[src/rtl/avgpool_scheduler_pkg.sv]
// Shared types and constants for the 2x2 average-pool scheduler.
package avgpool_scheduler_pkg;

  localparam int unsigned DATA_W  = 32;
  localparam int unsigned COUNT_W = 16;

  typedef enum logic [2:0] {
    StIdle,
    StRowTop,
    StRowBot,
    StIssue,
    StHold,
    StDone
  } sched_state_e;

  // Increment that sticks at all-ones instead of wrapping.
  function automatic logic [COUNT_W-1:0] sat_inc(input logic [COUNT_W-1:0] v);
    return (v == '1) ? v : v + COUNT_W'(1);
  endfunction

endpackage

[src/rtl/avgpool_line_buffer.sv]
// One-row pixel store: single write port, two read ports with registered addresses.
module avgpool_line_buffer
  import avgpool_scheduler_pkg::*;
#(
  parameter int unsigned Depth = 8,
  parameter int unsigned AddrW = 3
) (
  input  logic              clk_i,
  input  logic              rst_ni,
  input  logic              we_i,
  input  logic [AddrW-1:0]  waddr_i,
  input  logic [DATA_W-1:0] wdata_i,
  input  logic [AddrW-1:0]  raddr_a_i,
  input  logic [AddrW-1:0]  raddr_b_i,
  output logic [DATA_W-1:0] rdata_a_o,
  output logic [DATA_W-1:0] rdata_b_o
);

  logic [DATA_W-1:0] mem_q [Depth];
  logic [AddrW-1:0]  raddr_a_q;
  logic [AddrW-1:0]  raddr_b_q;

  // Contents are always rewritten by a top row before being read, so no reset.
  always_ff @(posedge clk_i) begin
    if (we_i) begin
      mem_q[waddr_i] <= wdata_i;
    end
  end

  always_ff @(posedge clk_i or negedge rst_ni) begin
    if (!rst_ni) begin
      raddr_a_q <= '0;
      raddr_b_q <= '0;
    end else begin
      raddr_a_q <= raddr_a_i;
      raddr_b_q <= raddr_b_i;
    end
  end

  assign rdata_a_o = mem_q[raddr_a_q];
  assign rdata_b_o = mem_q[raddr_b_q];

endmodule

[src/rtl/avgpool_scheduler.sv]
// Streams a raster frame, issues 2x2 windows to an external averaging datapath and returns
// the pooled results. Optional statistics outputs are enabled by AVGPOOL_SCHED_STATS_EN.
module avgpool_scheduler
  import avgpool_scheduler_pkg::*;
#(
  parameter int unsigned ROW_WIDTH = 8,
  parameter int unsigned ROW_COUNT = 8
) (
  input  logic               Clock,
  input  logic               Reset_n,
  input  logic               Start,
  output logic               Busy,
  input  logic               In_Valid,
  input  logic [DATA_W-1:0]  In_Data,
  output logic               In_Ready,
  output logic [DATA_W-1:0]  Pool_In_1,
  output logic [DATA_W-1:0]  Pool_In_2,
  output logic [DATA_W-1:0]  Pool_In_3,
  output logic [DATA_W-1:0]  Pool_In_4,
  input  logic [DATA_W-1:0]  Pool_Out,
  output logic               Out_Valid,
  output logic [DATA_W-1:0]  Out_Data,
  input  logic               Out_Ready,
  output logic               Frame_Done
`ifdef AVGPOOL_SCHED_STATS_EN
  ,
  output logic [COUNT_W-1:0] Window_Count,
  output logic [COUNT_W-1:0] Stall_Count
`endif
);

  localparam int unsigned ColW     = $clog2(ROW_WIDTH);
  localparam int unsigned PairCnt  = ROW_COUNT / 2;
  localparam int unsigned PairW    = (PairCnt > 1) ? $clog2(PairCnt) : 1;
  localparam logic [ColW-1:0]  ColLast  = ColW'(ROW_WIDTH - 1);
  localparam logic [PairW-1:0] PairLast = PairW'(PairCnt - 1);

  sched_state_e      state_q, state_d;
  logic [ColW-1:0]   col_q, col_d;
  logic [PairW-1:0]  pair_q, pair_d;
  logic [DATA_W-1:0] left_q, left_d;
  logic [DATA_W-1:0] pool_tl_q, pool_tr_q, pool_bl_q, pool_br_q;

  logic              in_xfer;
  logic              load_win;
  logic              lb_we;
  logic [ColW-1:0]   lb_raddr_a, lb_raddr_b;
  logic [DATA_W-1:0] lb_rdata_a, lb_rdata_b;

  assign In_Ready   = (state_q == StRowTop) || (state_q == StRowBot);
  assign Busy       = (state_q != StIdle);
  assign Out_Valid  = (state_q == StHold);
  assign Frame_Done = (state_q == StDone);
  assign Out_Data   = Pool_Out;
  assign in_xfer    = In_Valid && In_Ready;

  always_comb begin
    state_d  = state_q;
    col_d    = col_q;
    pair_d   = pair_q;
    left_d   = left_q;
    load_win = 1'b0;
    lb_we    = 1'b0;
    unique case (state_q)
      StIdle: begin
        if (Start) begin
          state_d = StRowTop;
        end
      end
      StRowTop: begin
        if (in_xfer) begin
          lb_we = 1'b1;
          if (col_q == ColLast) begin
            col_d   = '0;
            state_d = StRowBot;
          end else begin
            col_d = col_q + ColW'(1);
          end
        end
      end
      StRowBot: begin
        if (in_xfer) begin
          if (!col_q[0]) begin
            left_d = In_Data;
          end else begin
            load_win = 1'b1;
            state_d  = StIssue;
          end
          col_d = (col_q == ColLast) ? '0 : col_q + ColW'(1);
        end
      end
      StIssue: begin
        state_d = StHold;
      end
      StHold: begin
        // col has already advanced past the window, so zero means the row pair is finished.
        if (Out_Ready) begin
          if (col_q != '0) begin
            state_d = StRowBot;
          end else if (pair_q == PairLast) begin
            pair_d  = '0;
            state_d = StDone;
          end else begin
            pair_d  = pair_q + PairW'(1);
            state_d = StRowTop;
          end
        end
      end
      StDone: begin
        state_d = StIdle;
      end
      default: begin
        state_d = StIdle;
      end
    endcase
  end

  always_ff @(posedge Clock or negedge Reset_n) begin
    if (!Reset_n) begin
      state_q   <= StIdle;
      col_q     <= '0;
      pair_q    <= '0;
      left_q    <= '0;
      pool_tl_q <= '0;
      pool_tr_q <= '0;
      pool_bl_q <= '0;
      pool_br_q <= '0;
    end else begin
      state_q <= state_d;
      col_q   <= col_d;
      pair_q  <= pair_d;
      left_q  <= left_d;
      if (load_win) begin
        pool_tl_q <= lb_rdata_a;
        pool_tr_q <= lb_rdata_b;
        pool_bl_q <= left_q;
        pool_br_q <= In_Data;
      end
    end
  end

  // Read addresses follow the column pair the next bottom-row pixel belongs to, so the
  // top-row pair is already presented when the odd-column pixel arrives.
  assign lb_raddr_a = col_d & ~ColW'(1);
  assign lb_raddr_b = col_d | ColW'(1);

  avgpool_line_buffer #(
    .Depth (ROW_WIDTH),
    .AddrW (ColW)
  ) u_line_buffer (
    .clk_i     (Clock),
    .rst_ni    (Reset_n),
    .we_i      (lb_we),
    .waddr_i   (col_q),
    .wdata_i   (In_Data),
    .raddr_a_i (lb_raddr_a),
    .raddr_b_i (lb_raddr_b),
    .rdata_a_o (lb_rdata_a),
    .rdata_b_o (lb_rdata_b)
  );

  assign Pool_In_1 = pool_tl_q;
  assign Pool_In_2 = pool_tr_q;
  assign Pool_In_3 = pool_bl_q;
  assign Pool_In_4 = pool_br_q;

`ifdef AVGPOOL_SCHED_STATS_EN
  logic [COUNT_W-1:0] win_cnt_q;
  logic [COUNT_W-1:0] stall_cnt_q;

  always_ff @(posedge Clock or negedge Reset_n) begin
    if (!Reset_n) begin
      win_cnt_q   <= '0;
      stall_cnt_q <= '0;
    end else if ((state_q == StIdle) && Start) begin
      win_cnt_q   <= '0;
      stall_cnt_q <= '0;
    end else if (state_q == StHold) begin
      if (Out_Ready) begin
        win_cnt_q <= sat_inc(win_cnt_q);
      end else begin
        stall_cnt_q <= sat_inc(stall_cnt_q);
      end
    end
  end

  assign Window_Count = win_cnt_q;
  assign Stall_Count  = stall_cnt_q;
`endif

endmodule

[config.mk]
export PLATFORM = sky130hd
export DESIGN_NAME = avgpool_scheduler
export DESIGN_NICKNAME = d
export VERILOG_FILES = /design/src/rtl/avgpool_scheduler_pkg.sv /design/src/rtl/avgpool_line_buffer.sv /design/src/rtl/avgpool_scheduler.sv
export SDC_FILE = /design/constraint.sdc
export NUM_CORES = 1
export LEC_CHECK = 0
export CAP_MARGIN = 0
export CORE_MARGIN = 3
export CORE_UTILIZATION = 40
export DETAILED_ROUTE_END_ITERATION = 8
export PLACE_DENSITY = 0.64
export SLEW_MARGIN = 20
export SYNTH_ARGS = -nofsm -noshare
export SYNTH_HDL_FRONTEND = slang
export SYNTH_SLANG_ARGS = --single-unit
export TNS_END_PERCENT = 10
[constraint.sdc]
create_clock -name Clock -period 6.6 [get_ports Clock]
set_input_delay 0.66 -clock Clock [delete_from_list [all_inputs] [get_ports Clock]]
set_output_delay 0.66 -clock Clock [all_outputs]
set_load 0.01 [all_outputs]
Word-level counts from Yosys, hierarchy flattened
Memories as Yosys holds them, arrays and structs flattened. A register that Yosys moved wholly into a read port is not among the register bits.
Index checks and enable logic that the tools add are counted.
Word-level totals
  bits in registers: 107
  RAM bits: 256
  input bits: 69
  output and inout port bits: 164
  memories kept: 1
Cells by class
  add/subtract/negate cells: 2
  equal/unequal tests: 13
  muxes and demuxes: 20
  bitwise logic cells: 2
  reduce and logical (&&, ||, !) cells: 12
Memory list
  u_line_buffer.mem_q: words 8, bits a word 32, read ports 2, clocked after Yosys merged registers in 2, write ports 1, RTL line avgpool_line_buffer.sv:19  | logic [DATA_W-1:0] mem_q [Depth];
Operators by type and width (number)
  $mux W3: 11
  $pmux W3 S5: 1
  $eq A3 B3 Y1 const B: 3
  $ne A2 B2 Y1 const B: 4
  $mux W1: 7
  $eq A3 B2 Y1 const B: 2
  $reduce_and A3 Y1: 2
  $reduce_and A6 Y1: 1
  $reduce_bool A3 Y1: 2
  $ne A2 B1 Y1 const B: 2
  $add A3 B1 Y3 const B: 1
  $eq A3 B1 Y1 const B: 1
  $logic_not A3 Y1: 1
  $add A2 B1 Y2 const B: 1
  $eq A2 B2 Y1 const B: 1
  $logic_not A1 Y1: 2
  $mux W2: 1
  $not A1 Y1: 2
  $reduce_and A2 Y1: 1
  $reduce_or A2 Y1: 1
  $logic_and A1 B1 Y1: 1
  $logic_or A1 B1 Y1: 1

Longest topological paths before layout
  word-level depth: 7
  depth in mapped cells: 7

By module
A second synthesis with hierarchy kept.
Second synthesis, totals
  cell total of the unflattened synthesis: 929
  area, all modules: 19526.2 um^2
By module, submodules not included
  avgpool_line_buffer: instances 1, cells each 503, area each 12049.1 um^2
  avgpool_scheduler: instances 1, cells each 426, area each 7477.2 um^2

Worst setup path before layout
Ideal clock, no wire load.
  path kind: register to register
  start: reg, netlist name u_line_buffer.raddr_a_q[2]
  end: mem u_line_buffer.mem_q[1][0], enable pin
  library setup time: 421 ps
  data arrival time: 2531 ps
  data required time: 6179 ps
  slack: 3647 ps
  stages on the path, launching flop included: 6
  buffers on the path: 3
  clock period less this slack: 2953 ps
  path through: dfrtp_1 > buf_2 > or2_2 > buf_2 > clkbuf_1 > nor2_1
RTL lines (RTL line)
  end: declaration: avgpool_line_buffer.sv:19

==> impl_metrics.toml <==
[worst_setup_path]
cp_data_arrival_time_ps = 3680
ff2ff_setup_slack_ps = 3130
r2r-start = "u_line_buffer.raddr_a_q[1]"
r2r_end = "u_line_buffer.mem_q[6][26]"
critPathRequiredTime_ps = 6810
start_kind = "flip-flop"
worstPathMaxFanout = 38
end_kind = "flip-flop"
critical_path_class = "flip-flop to flip-flop"
reg2reg_depth = 3

[clocking]
cts_resized = 0
clk_pin_slew_worst_paths_ps = 60
cts_setup_buffers = 0
cts_tree = "done"
clock_sinks = 425
insertion_delay_ps = 550
clockRootBuffer = "clkbuf_16"
cts_max_path_buffers = 3
cts_buffers = 45
htreeDepth = 2

[synthesis]
synth_edf_count = 256
synth_top_area_cell = "edfxtp_1"
postSynthCellCount = 1001
synthDistinctLibCells = 39
yosys_most_used_dff = "edfxtp_1"
yosysMostFrequentCell = "edfxtp_1"
ys_seq_elements = 425
seq_area_frac_synth_pct = 68.0
ys_top_cells_by_area = "edfxtp_1 44%, dfrtp_1 24%, mux2i_1 7.4%, mux2_2 4.9%, mux2_4 4.7%"
yosysTopAreaCellShare_pct = 43.8
syn_area_um2 = 17500
yosys_warnings = 0
netlist_top_cells_count = "256 x edfxtp_1, 169 x dfrtp_1, 130 x mux2i_1, 76 x mux2_2, 64 x o22a_1"
avgSynthCellArea_um2 = 17.5
syn_nets = 1074
async_flop_share_pct = 39.8

[placement]
port_buffers = 168
globalplace.congestion = 0.755
dpl.hpwl_um = 23900
dp_cells = 1677

[routing]
wl_per_cell_um = 23.4
vias = 9375
route.met2.wl_um = 20700
drt_iter0_drc = 587
viasPerCell = 5.32
top_layer_used = "met5"
firstDrtPassIters = 5
postRouteAntennaNets = 0
wl_met1_um = 17500
wl_met3_um = 2020
routed_wl_um = 41200
drc = 0

[min_path]
hp-class = "flip-flop to flip-flop"
hold_depth = 1
holdPathEnd = "Pool_In_3[17]"
hold_path_startpoint = "left_q[17]"

[run_status]
outcome = "finished clean"

[sta]
max_freq_mhz = 288
worst_slew_pin_slew_ps = 1080
slew_violations = 0
slew_headroom_pct = 27.8
min_period_ps = 3470
fin_skew_ps = 10.4
hold_viol = 0
grt_setup_unrepaired = "no"
setup_violations = 0
period_share_pct = 52.6
fin_setup_tns_ps = 0

[global_route]
grt_pass1_vias = 9822
grt_pass1_wl_um = 62100
grt_overflow_total = 0
grt_usage_pct = 17.6
grt_max_degree = 70
antenna_found_initial = 1

[final_layout]
syn2layout_area_growth_pct = 19.7
final_cells = 1762
layout.nets = 1213
num_antenna_cells = 0
fill_cells = 3713
post-route-util_pct = 48.6
drive_gt1_share_pct = 22.3

[die]
core_um2 = 43200
rows = 76
die_h_um = 215
die_w_um = 215
die_area_um2 = 46400
start_util_pct = 40.6
io_pins = 233

[run]
cap_violations = 0

[power_and_ir_drop]
power.total_mw = 8.48
power.density_nw_per_um2 = 404
peakVddDrop_v = 0.000229
leakagePower_nw = 8.10
-- cells in the final DEF (no fill, tap or decap), types with 3 or more instances in the layout --
| cell type | instances |
|---|---|
| clkinv_2 | 4 |
| nor2_4 | 8 |
| clkbuf_8 | 4 |
| mux2_4 | 55 |
| dfrtp_1 | 165 |
| clkdlybuf4s50_1 | 167 |
| mux2i_1 | 130 |
| a31oi_1 | 33 |
| ha_1 | 4 |
| o22a_1 | 64 |
| nand2_1 | 3 |
| clkinv_1 | 9 |
| clkbuf_1 | 16 |
| a21oi_1 | 33 |
| bufinv_16 | 3 |
| nor2_1 | 6 |
| nor2b_1 | 4 |
| edfxtp_1 | 256 |
| mux4_2 | 32 |
| buf_4 | 20 |
| inv_1 | 4 |
| mux2_2 | 76 |
| clkbuf_16 | 45 |
-- what timing repair did --
item | CTS | global route
endpoints found under the setup margin | 0 | 0
hold buffers | 1 | 0
hold endpoints to repair | 4 | 0
-- state kept, by name, indices dropped and copies added (netlist names), 3 cells and up --
signal               cells
u_line_buffer.mem_q    256
Pool_In_1               32
Pool_In_2               32
Pool_In_3               32
Pool_In_4               32
left_q                  32
state_q                  3
-- critical path, cell delays in order (launching register included) --
cell	delay [ps]
dfrtp_4	1000
nand2_2	870
nor2_4	790
buf_4	450
-- final cells by class --
class / count / area [µm²] / share of cell area (%)
clock buffers: 64 / 1230 / 5.85
inverters: 4 / 15.0 / 0.0716
multi-input cells: 475 / 5040 / 24.0
clock inverters: 20 / 193 / 0.918
flip-flops and latches: 425 / 11900 / 56.8
repair buffers: 189 / 1850 / 8.80
well taps: 585 / 732 / 3.49
-- how the worst max path moves through the flow --
stage                               startpoint                          to  slack (ps)
floorplan           u_line_buffer.raddr_a_q[2]   u_line_buffer.mem_q[1][0]        3650
global placement                      In_Valid                Pool_In_1[6]        2950
detailed placement                    In_Valid                Pool_In_1[6]        2930
CTS                 u_line_buffer.raddr_a_q[1]  u_line_buffer.mem_q[6][26]        2980
global route        u_line_buffer.raddr_a_q[1]  u_line_buffer.mem_q[6][26]        2880
finish              u_line_buffer.raddr_a_q[1]  u_line_buffer.mem_q[6][26]        3130
-- layer usage --
layer,global-route usage (%),up-vias
met5,0,-
met1,23.0,4902
met4,5.29,2
met2,30.0,262
met3,3.13,75
li1,-,4134
-- report_power, final --
part | internal (mW) | leakage (nW) | switching, mW
Sequential | 3.33 | 4.58 | 0.390
Combinational | 1.23 | 2.84 | 1.10
Clock | 1.42 | 0.686 | 1.00
-- cell families after synthesis --
group | after synthesis | synth area share (%)
buffers and inverters | 101 | 3.68
adder cells (fa/ha/maj) | 4 | 0.285
multiplexers | 293 | 21.1
flip-flops | 425 | 68.0
AO/OA/AOI/OAI | 136 | 5.59
other | 1 | 0.0214
XOR/XNOR | 1 | 0.0500
AND/OR/NAND/NOR | 40 | 1.28
-- metrics by stage --
step | hold WS (ps) | instance area [µm²] | worst slack (ps)
6_report | 502 | 21000 | 3130
5_1_grt | 518 | 21000 | 2880
4_1_cts | 504 | 21000 | 2980
3_5_place_dp | 492 | 19500 | 2930
3_3_place_gp | 485 | 19500 | 2950
2_1_floorplan | 364 | 17500 | 3650
(Power assumes the default switching activity.)
